===== src/rtl/pc_sequencer_pkg.sv =====
// Shared definitions for the program-counter sequencer.
//   state_t  : sequencer FSM encoding, also driven out on the state port
//   cause_t  : exception cause codes held in the cause register
//   INSTR_BYTES : byte stride between sequential instructions
package pc_sequencer_pkg;

    typedef enum logic [1:0] {
        ST_BOOT = 2'b00,
        ST_RUN  = 2'b01,
        ST_TRAP = 2'b10,
        ST_HALT = 2'b11
    } state_t;

    typedef enum logic [1:0] {
        CAUSE_NONE     = 2'b00,
        CAUSE_EXT      = 2'b01,
        CAUSE_MISALIGN = 2'b10
    } cause_t;

    localparam logic [31:0] INSTR_BYTES = 32'd4;

endpackage


===== src/rtl/pc_sequencer_next_mux.sv =====
// Combinational next-PC priority select with misaligned-target detection.
// Only meaningful while the sequencer is in RUN and not stalled; the top
// decides whether the result is used.
//   pc, epc          : current PC and saved exception PC
//   branch_*/jump*/jr* : redirect requests and their targets
//   exception, eret, halt : control events from the current instruction
//   next_pc          : PC to load on the coming edge
//   take_trap        : an exception (external or misaligned) is taken
//   trap_cause       : cause code to record when take_trap is set
//   enter_halt       : halt is taken (no exception this cycle)
//   clear_cause      : eret is the winning action, cause returns to none
module pc_sequencer_next_mux
    import pc_sequencer_pkg::*;
#(
    parameter logic [31:0] TRAP_VECTOR = 32'h0000_0080
) (
    input  logic [31:0] pc,
    input  logic [31:0] epc,
    input  logic        branch_taken,
    input  logic [31:0] branch_target,
    input  logic        jump,
    input  logic [31:0] jump_target,
    input  logic        jr,
    input  logic [31:0] jr_target,
    input  logic        exception,
    input  logic        eret,
    input  logic        halt,
    output logic [31:0] next_pc,
    output logic        take_trap,
    output cause_t      trap_cause,
    output logic        enter_halt,
    output logic        clear_cause
);

    logic        redirect;
    logic [31:0] target;
    logic        misaligned;
    logic [31:0] seq_pc;

    // Among the target-carrying redirects jr beats jump beats branch; the
    // alignment check applies to whichever one would actually be taken.
    assign redirect   = jr | jump | branch_taken;
    assign target     = jr ? jr_target : (jump ? jump_target : branch_target);
    assign misaligned = redirect && (target[1:0] != 2'b00);
    // Natural 32-bit wrap: 0xFFFF_FFFC + 4 becomes 0 with no fault.
    assign seq_pc     = pc + INSTR_BYTES;

    always_comb begin
        // NOTE: every output gets a default before the priority chain so no
        // path leaves a value unassigned, which would infer a latch.
        next_pc     = seq_pc;
        take_trap   = 1'b0;
        trap_cause  = CAUSE_NONE;
        enter_halt  = 1'b0;
        clear_cause = 1'b0;

        if (exception) begin
            next_pc    = TRAP_VECTOR;
            take_trap  = 1'b1;
            trap_cause = CAUSE_EXT;
        end else if (misaligned) begin
            next_pc    = TRAP_VECTOR;
            take_trap  = 1'b1;
            trap_cause = CAUSE_MISALIGN;
        end else if (halt) begin
            // The halting instruction retires, so the PC moves past it.
            next_pc    = seq_pc;
            enter_halt = 1'b1;
        end else if (eret) begin
            next_pc     = epc;
            clear_cause = 1'b1;
        end else if (redirect) begin
            next_pc = target;
        end
    end

endmodule


===== src/rtl/pc_sequencer.sv =====
// Program counter owner for the single-cycle core. Holds the FSM
// (BOOT/RUN/TRAP/HALT), the boot delay counter and the pc/epc/cause
// registers; next-PC selection lives in pc_sequencer_next_mux.
//   clock, reset     : rising-edge clock, synchronous active-high reset
//   stall            : freeze everything while in RUN
//   branch_*/jump*/jr* : redirect requests with targets
//   exception, eret, halt, resume : control events
//   pc, pc_valid     : instruction memory address and its validity
//   epc, cause       : saved faulting PC and exception cause
//   state            : current FSM state
module pc_sequencer
    import pc_sequencer_pkg::*;
#(
    parameter logic [31:0] RESET_VECTOR = 32'h0000_0000,
    parameter logic [31:0] TRAP_VECTOR  = 32'h0000_0080,
    parameter int unsigned BOOT_CYCLES  = 2
) (
    input  logic        clock,
    input  logic        reset,
    input  logic        stall,
    input  logic        branch_taken,
    input  logic [31:0] branch_target,
    input  logic        jump,
    input  logic [31:0] jump_target,
    input  logic        jr,
    input  logic [31:0] jr_target,
    input  logic        exception,
    input  logic        eret,
    input  logic        halt,
    input  logic        resume,
    output logic [31:0] pc,
    output logic        pc_valid,
    output logic [31:0] epc,
    output logic [1:0]  cause,
    output logic [1:0]  state
);

    // The reset cycle itself counts as the first BOOT cycle, so the counter
    // leaves BOOT when it reaches BOOT_CYCLES-1.
    localparam logic [3:0] BOOT_LAST = 4'(BOOT_CYCLES - 1);

    state_t      state_q, state_d;
    logic [31:0] pc_q, pc_d;
    logic [31:0] epc_q, epc_d;
    cause_t      cause_q, cause_d;
    logic [3:0]  boot_q, boot_d;

    logic [31:0] mux_pc;
    logic        take_trap;
    cause_t      trap_cause;
    logic        enter_halt;
    logic        clear_cause;

    pc_sequencer_next_mux #(
        .TRAP_VECTOR (TRAP_VECTOR)
    ) u_next_mux (
        .pc            (pc_q),
        .epc           (epc_q),
        .branch_taken  (branch_taken),
        .branch_target (branch_target),
        .jump          (jump),
        .jump_target   (jump_target),
        .jr            (jr),
        .jr_target     (jr_target),
        .exception     (exception),
        .eret          (eret),
        .halt          (halt),
        .next_pc       (mux_pc),
        .take_trap     (take_trap),
        .trap_cause    (trap_cause),
        .enter_halt    (enter_halt),
        .clear_cause   (clear_cause)
    );

    always_comb begin
        state_d = state_q;
        pc_d    = pc_q;
        epc_d   = epc_q;
        cause_d = cause_q;
        boot_d  = boot_q;

        case (state_q)
            ST_BOOT: begin
                if (boot_q == BOOT_LAST) begin
                    state_d = ST_RUN;
                end else begin
                    boot_d = boot_q + 4'd1;
                end
            end
            ST_RUN: begin
                if (!stall) begin
                    pc_d = mux_pc;
                    if (take_trap) begin
                        epc_d   = pc_q;
                        cause_d = trap_cause;
                        state_d = ST_TRAP;
                    end else if (enter_halt) begin
                        state_d = ST_HALT;
                    end else if (clear_cause) begin
                        cause_d = CAUSE_NONE;
                    end
                end
            end
            // Single bubble while the trap vector is fetched; pc already
            // holds TRAP_VECTOR from the entry edge.
            ST_TRAP: state_d = ST_RUN;
            ST_HALT: begin
                if (resume) begin
                    state_d = ST_RUN;
                end
            end
            default: state_d = ST_BOOT;
        endcase
    end

    always_ff @(posedge clock) begin
        // NOTE: reset is sampled on the clock edge here (synchronous), and
        // all state updates use non-blocking assignments so every register
        // sees the pre-edge values of the others.
        if (reset) begin
            state_q <= ST_BOOT;
            pc_q    <= RESET_VECTOR;
            epc_q   <= 32'h0000_0000;
            cause_q <= CAUSE_NONE;
            boot_q  <= 4'd0;
        end else begin
            state_q <= state_d;
            pc_q    <= pc_d;
            epc_q   <= epc_d;
            cause_q <= cause_d;
            boot_q  <= boot_d;
        end
    end

    assign pc       = pc_q;
    assign pc_valid = (state_q == ST_RUN);
    assign epc      = epc_q;
    assign cause    = cause_q;
    assign state    = state_q;

endmodule


===== config.mk =====
export PLATFORM = sky130hd
export DESIGN_NAME = pc_sequencer
export DESIGN_NICKNAME = d
export VERILOG_FILES = /design/src/rtl/pc_sequencer_pkg.sv /design/src/rtl/pc_sequencer_next_mux.sv /design/src/rtl/pc_sequencer.sv
export SDC_FILE = /design/constraint.sdc
export NUM_CORES = 1
export LEC_CHECK = 0
export ABC_AREA = 0
export CORE_UTILIZATION = 45
export DETAILED_ROUTE_END_ITERATION = 10
export PLACE_DENSITY = 0.81
export SYNTH_ARGS = -nofsm -noshare
export SYNTH_HDL_FRONTEND = slang
export SYNTH_SLANG_ARGS = --single-unit

===== constraint.sdc =====
create_clock -name clock -period 2.4 [get_ports clock]
set_input_delay 0.24 -clock clock [delete_from_list [all_inputs] [get_ports clock]]
set_output_delay 0.24 -clock clock [all_outputs]
set_load 0.01 [all_outputs]

* After elaboration in Yosys (flattened, before gate mapping)
Cells that the tools add are included.
** Word-level totals
- Register bits after elaboration :: 72
- Input bits :: 106
- Logic and storage cells :: 56
** Operators by class
- Add/subtract/negate cells :: 2
- Equality and inequality tests :: 9
- Muxes and demuxes :: 27
- Bitwise gates (word level) :: 4
- Reductions and logical operators :: 9
** Operator list (count)
- $mux 32 :: 7
- $add 32x3->32 const B :: 1
- $mux 2 :: 10
- $mux 1 :: 9
- $ne 2x2->1 const B :: 4
- $pmux 2 s4 :: 1
- $reduce_and 4->1 :: 2
- $add 4x1->4 const B :: 1
- $eq 2x2->1 const B :: 2
- $eq 4x1->1 const B :: 1
- $reduce_and 2->1 :: 2
- $reduce_bool 2->1 :: 2
- $ne 3x1->1 const B :: 1
- $reduce_and 3->1 :: 1
- $eq 2x1->1 const B :: 1
- $logic_not 2->1 :: 1
- $not 1->1 :: 2
- $or 1x1->1 :: 2
- $logic_and 1x1->1 :: 1

* Depth between registers and ports, before layout
- Word-level depth :: 10
- Gate-level depth with buffers :: 8

* Cells and area by module
Synthesis repeated with hierarchy kept, for this count alone.
** Second synthesis, totals
- Cells, all modules :: 740
- Area total of the unflattened synthesis :: 5173.7 sq um
** Modules (own cells, without submodules)
- pc_sequencer :: instances 1, cells an instance 323, area an instance 2678.8 sq um
- pc_sequencer_next_mux :: instances 1, cells an instance 417, area an instance 2494.9 sq um

* Worst setup path after synthesis
OpenSTA, ideal clock, no wires.
- Kind :: register to register
- From :: register pc_q[5] (netlist: pc[5])
- To :: register pc_q[21] (netlist: pc[21])
- Library setup time :: 0.064 ns
- Arrival time :: 2.098 ns
- Required time :: 2.336 ns
- Path slack :: 0.238 ns
- Stages on the path, launching flop included :: 8
- Buffers on the path :: 2
- Clock period less this slack :: 2.162 ns
- Cells stage by stage :: dfxtp_1 buf_2 nand3_1 or4_1 buf_2 or3_1 or4_1 nand4_1
** On the way
- Longest elaborated chain between the ends :: 6
** RTL lines
- start, declared :: RTL line pc_sequencer.sv:43 : logic [31:0] pc_q, pc_d;
- start signal, assigned :: RTL line pc_sequencer.sv:128 : pc_q <= pc_d;
- $add 32x3->32 * :: RTL line pc_sequencer_next_mux.sv:46 : assign seq_pc = pc + INSTR_BYTES;
- $mux 32 :: RTL line pc_sequencer_next_mux.sv:72 : end else if (redirect) begin
- $mux 32 :: RTL line pc_sequencer_next_mux.sv:69 : end else if (eret) begin
- $mux 32 * :: RTL line pc_sequencer_next_mux.sv:65 : end else if (halt) begin
- $mux 32 * :: RTL line pc_sequencer_next_mux.sv:61 : end else if (misaligned) begin
- $mux 32 * :: RTL line pc_sequencer_next_mux.sv:57 : if (exception) begin
Every way passes the cells marked *; elsewhere a longest branch is shown, timed or not.
A chain may end at the register's enable or synchronous reset.

* Final worst setup path
- From :: register pc_q[3] (netlist: pc[3])
- To :: register pc_q[18] (netlist: pc[18])
The elaborated chain is that of the path after synthesis.

==> impl_metrics.tcl <==
set metrics [dict create \
    filler_cell_count 802 \
    cp_class "reg -> reg" \
    ys_warn_count 0 \
    postSynthCellCount 629 \
    final_antenna_net_count 0 \
    synth.top_cell.area_share_pct 31.0 \
    synth_flop_cell "sky130_fd_sc_hd__dfxtp_1" \
    crit_path_frequent_cell "sky130_fd_sc_hd__nand4_1" \
    synth_top_cells_by_area "sky130_fd_sc_hd__dfxtp_1 (31%), sky130_fd_sc_hd__nand2_1 (8.9%), sky130_fd_sc_hd__a21oi_1 (7.1%)" \
    core.rowCount 36 \
    status "completed" \
    post_synthesis_cell_type_with_the_largest_combined_area "sky130_fd_sc_hd__dfxtp_1" \
    synth_most_common_cell "sky130_fd_sc_hd__nand2_1" \
    design.core.area_um2 9910 \
    cp_num_buf_inv 0 \
    grt_util_all_layers_pct 35.0 \
    finish.net_count 937 \
    post_drt_via_cell_ratio 6.09 \
    clk-insertion-delay-late_ns 0.35 \
    pre_cts_setup_slack_ns -0.106 \
    post-route-util_pct 71.5 \
    dp_hpwl_um 14000 \
    route.final.wire_length_um 19000 \
    critical_path_max_stage_delay_ns 0.49 \
    floorplan.die.height_um 104 \
    cts_post_setup_buffers_inserted 0 \
    count_of_hold_fix_buffers_inserted_at_cts 0 \
    clock_transition_at_the_registers_of_the_reported_paths_ns 0.08 \
    dr_total_vias 5885 \
    ys_seq_area_share_pct 31.0 \
    layout_worst_path_cycle_share_pct 96.2 \
    critPathRequiredTime_ns 2.68 \
    crit_path_cell_trace "ha_2 > nand4_1 > or3_2 > or3_1 > or4_1 > nand4_1" \
    worst_ep_arrival_time_ns 2.59 \
    finalMaxSlewViolations 0 \
    grt_setup_unrepaired "no" \
    area_growth_pct 52.1 \
    report.final.hold_viol_count 0 \
    numPortBuffers 174 \
    p_leak_nw 2.55 \
    report.final.setup_viol 0 \
    post_dp_cell_area_um2 6830 \
    grt_overflow 0 \
    tritoncts_clock_tree "done" \
    period_needed_ns 2.31 \
    setup-tns-final_ns 0 \
    grt_start_max_net_pins 51 \
    slew_headroom_pct 39.1 \
    timing.critical_path.fanout_max 6 \
    final_layout_worst_hold_slack_ns 0.457 \
    design_power_total_mw 3.37 \
    cts_inserted_buffers 9 \
    yosys_register_bits 72 \
    syn-cell-area_um2 4660 \
    synth_edf_count 0 \
    layout_setup_ws_ns 0.0901 \
    worst_ir_drop_vdd_v 0.000562 \
    timing_worst_slew_pin_value_ns 0.913 \
    slowest_stage "sky130_fd_sc_hd__or3_2" \
    tritoncts_num_sinks 72 \
    startpoint_type "flip-flop" \
    worstSetupEndpointType "flip-flop" \
    critical-path-top-delay-family "simple AND/OR/NAND/NOR gates" \
    number_of_antenna_violations_at_the_first_check_in_global_routing 0 \
    wl_per_cell_um 19.7 \
    hold_class "in -> reg" \
    drc_violations 0 \
    final_area_um2 7080 \
    die_area_um2 10800 \
    mappedNetlistNets 738 \
    insertedDiodeCount 0 \
    synth.avg_cell_area_um2 7.40 \
    clock_tree.root_cell "sky130_fd_sc_hd__clkbuf_8" \
    fin_cells 966 \
    htreeDepth 3 \
    async_flop_share_pct 0 \
    grt_pass1_wl_um 29900 \
    finalClockSkew_ns 0.0108 \
    fmax_ghz 0.433 \
    dp_cells 950 \
    yosysUniqueCellTypes 62 \
    dieWidth_um 104 \
    layout-drive-gt1-share_pct 12.2 \
    grt_pass1_vias 5652 \
    globalplace.congestion 0.939 \
    drt-initial-drc-count 419 \
    start_util_pct 47.0 \
    ioPinCount 175 \
    max_clock_buf_depth 2 \
    drtPass1Iterations 6 \
    power_density_nw_per_um2 476 \
    synth_top_cells_by_count "sky130_fd_sc_hd__nand2_1 (110), sky130_fd_sc_hd__dfxtp_1 (72), sky130_fd_sc_hd__a21oi_1 (66)" \
    max-cap-violations 0 \
]
-- placed cells by master (no fill, tap or decap), types with 4 or more instances in the layout --
master                            netlist  routed
sky130_fd_sc_hd__a221oi_1              14      14
sky130_fd_sc_hd__a211o_1                4       4
sky130_fd_sc_hd__nor3b_1                4       4
sky130_fd_sc_hd__nor4_1                 6       6
sky130_fd_sc_hd__o31ai_1               13      12
sky130_fd_sc_hd__a211oi_1               7       7
sky130_fd_sc_hd__nor2b_1               17      17
sky130_fd_sc_hd__mux2_2                 5       5
sky130_fd_sc_hd__nand4_1               14      14
sky130_fd_sc_hd__clkdlybuf4s50_1        0     170
sky130_fd_sc_hd__buf_4                  0      61
sky130_fd_sc_hd__and3_1                 5       5
sky130_fd_sc_hd__nor2_1                26      26
sky130_fd_sc_hd__a32oi_1                6       6
sky130_fd_sc_hd__nand2_1              110     110
sky130_fd_sc_hd__a31oi_1                7       6
sky130_fd_sc_hd__nor3_1                16      16
sky130_fd_sc_hd__a221o_1               10      10
sky130_fd_sc_hd__or4_1                  4       4
sky130_fd_sc_hd__o211ai_1              11      11
sky130_fd_sc_hd__o21ai_0               25      25
sky130_fd_sc_hd__a21oi_1               66      66
sky130_fd_sc_hd__xor2_1                10      10
sky130_fd_sc_hd__a2bb2oi_1              4       4
sky130_fd_sc_hd__a22oi_1                6       6
sky130_fd_sc_hd__inv_1                 28      28
sky130_fd_sc_hd__clkbuf_8               4       9
sky130_fd_sc_hd__nand2b_1              10      10
sky130_fd_sc_hd__buf_2                  3       4
sky130_fd_sc_hd__dfxtp_1               72      72
sky130_fd_sc_hd__o22ai_1                7       7
sky130_fd_sc_hd__mux2i_1                8       8
sky130_fd_sc_hd__nand3_1               14      14
-- cell families after synthesis --
logic type / synth area share, %
buffers and inverters: 7.17
multiplexers: 2.93
AO/OA/AOI/OAI: 29.7
adder cells (fa/ha/maj): 0.806
AND/OR/NAND/NOR: 26.1
flip-flops: 31.0
XOR/XNOR: 2.26
-- power by group --
part	internal, mW	switching, mW	leakage, nW
combinational	0.426	0.476	1.85
sequential	1.23	0.0412	0.581
clock	0.692	0.500	0.119
total	2.35	1.02	2.55
-- tightest hold or removal path, cell delays in order --
cell and delay [ns]:
sky130_fd_sc_hd__buf_2 0.22, sky130_fd_sc_hd__o211ai_1 0.22, sky130_fd_sc_hd__a211oi_1 0.07
-- registers in the layout, indices dropped and copies added (netlist names) --
signal and flops:
state 2, cause 2, pc 32, boot_q 4
epc 32
-- final cells by class --
cell class                      instances  area (µm²)  share of cell area [%]
Multi-Input combinational cell        480        2910                    41.0
Timing Repair Buffer                  237        2220                    31.3
Sequential cell                        72        1440                    20.4
Tap cell                              133         166                    2.35
Clock buffer                            9         124                    1.75
Clock inverter                          7         120                    1.70
Inverter                               28         105                    1.48
-- final timing paths --
path                            startpoint  endpoint  slack, ns  depth (start not counted)
worst max-delay path                 pc[3]    pc[18]       0.09                          6
worst min-delay path                  eret     pc[9]       0.46                          3
worst max register to register       pc[3]    pc[18]       0.09                          6
worst min register to register     epc[17]   epc[17]       0.47                          2
-- per-layer routing --
| layer | vias up | wire length (µm) | global-route usage (%) |
|---|---|---|---|
| met5 | - | 0 | 0 |
| met4 | 0 | 573 | 14.1 |
| met3 | 47 | 1760 | 6.17 |
| met2 | 343 | 8710 | 56.3 |
| met1 | 2779 | 7970 | 46.3 |
| li1 | 2716 | - | - |
-- what timing repair did --
item,4_1_cts,5_1_grt
setup endpoints to repair,0,2
resized for setup,0,2
hold endpoints to repair,0,0
Note: power is estimated with default switching activity, not from simulation.
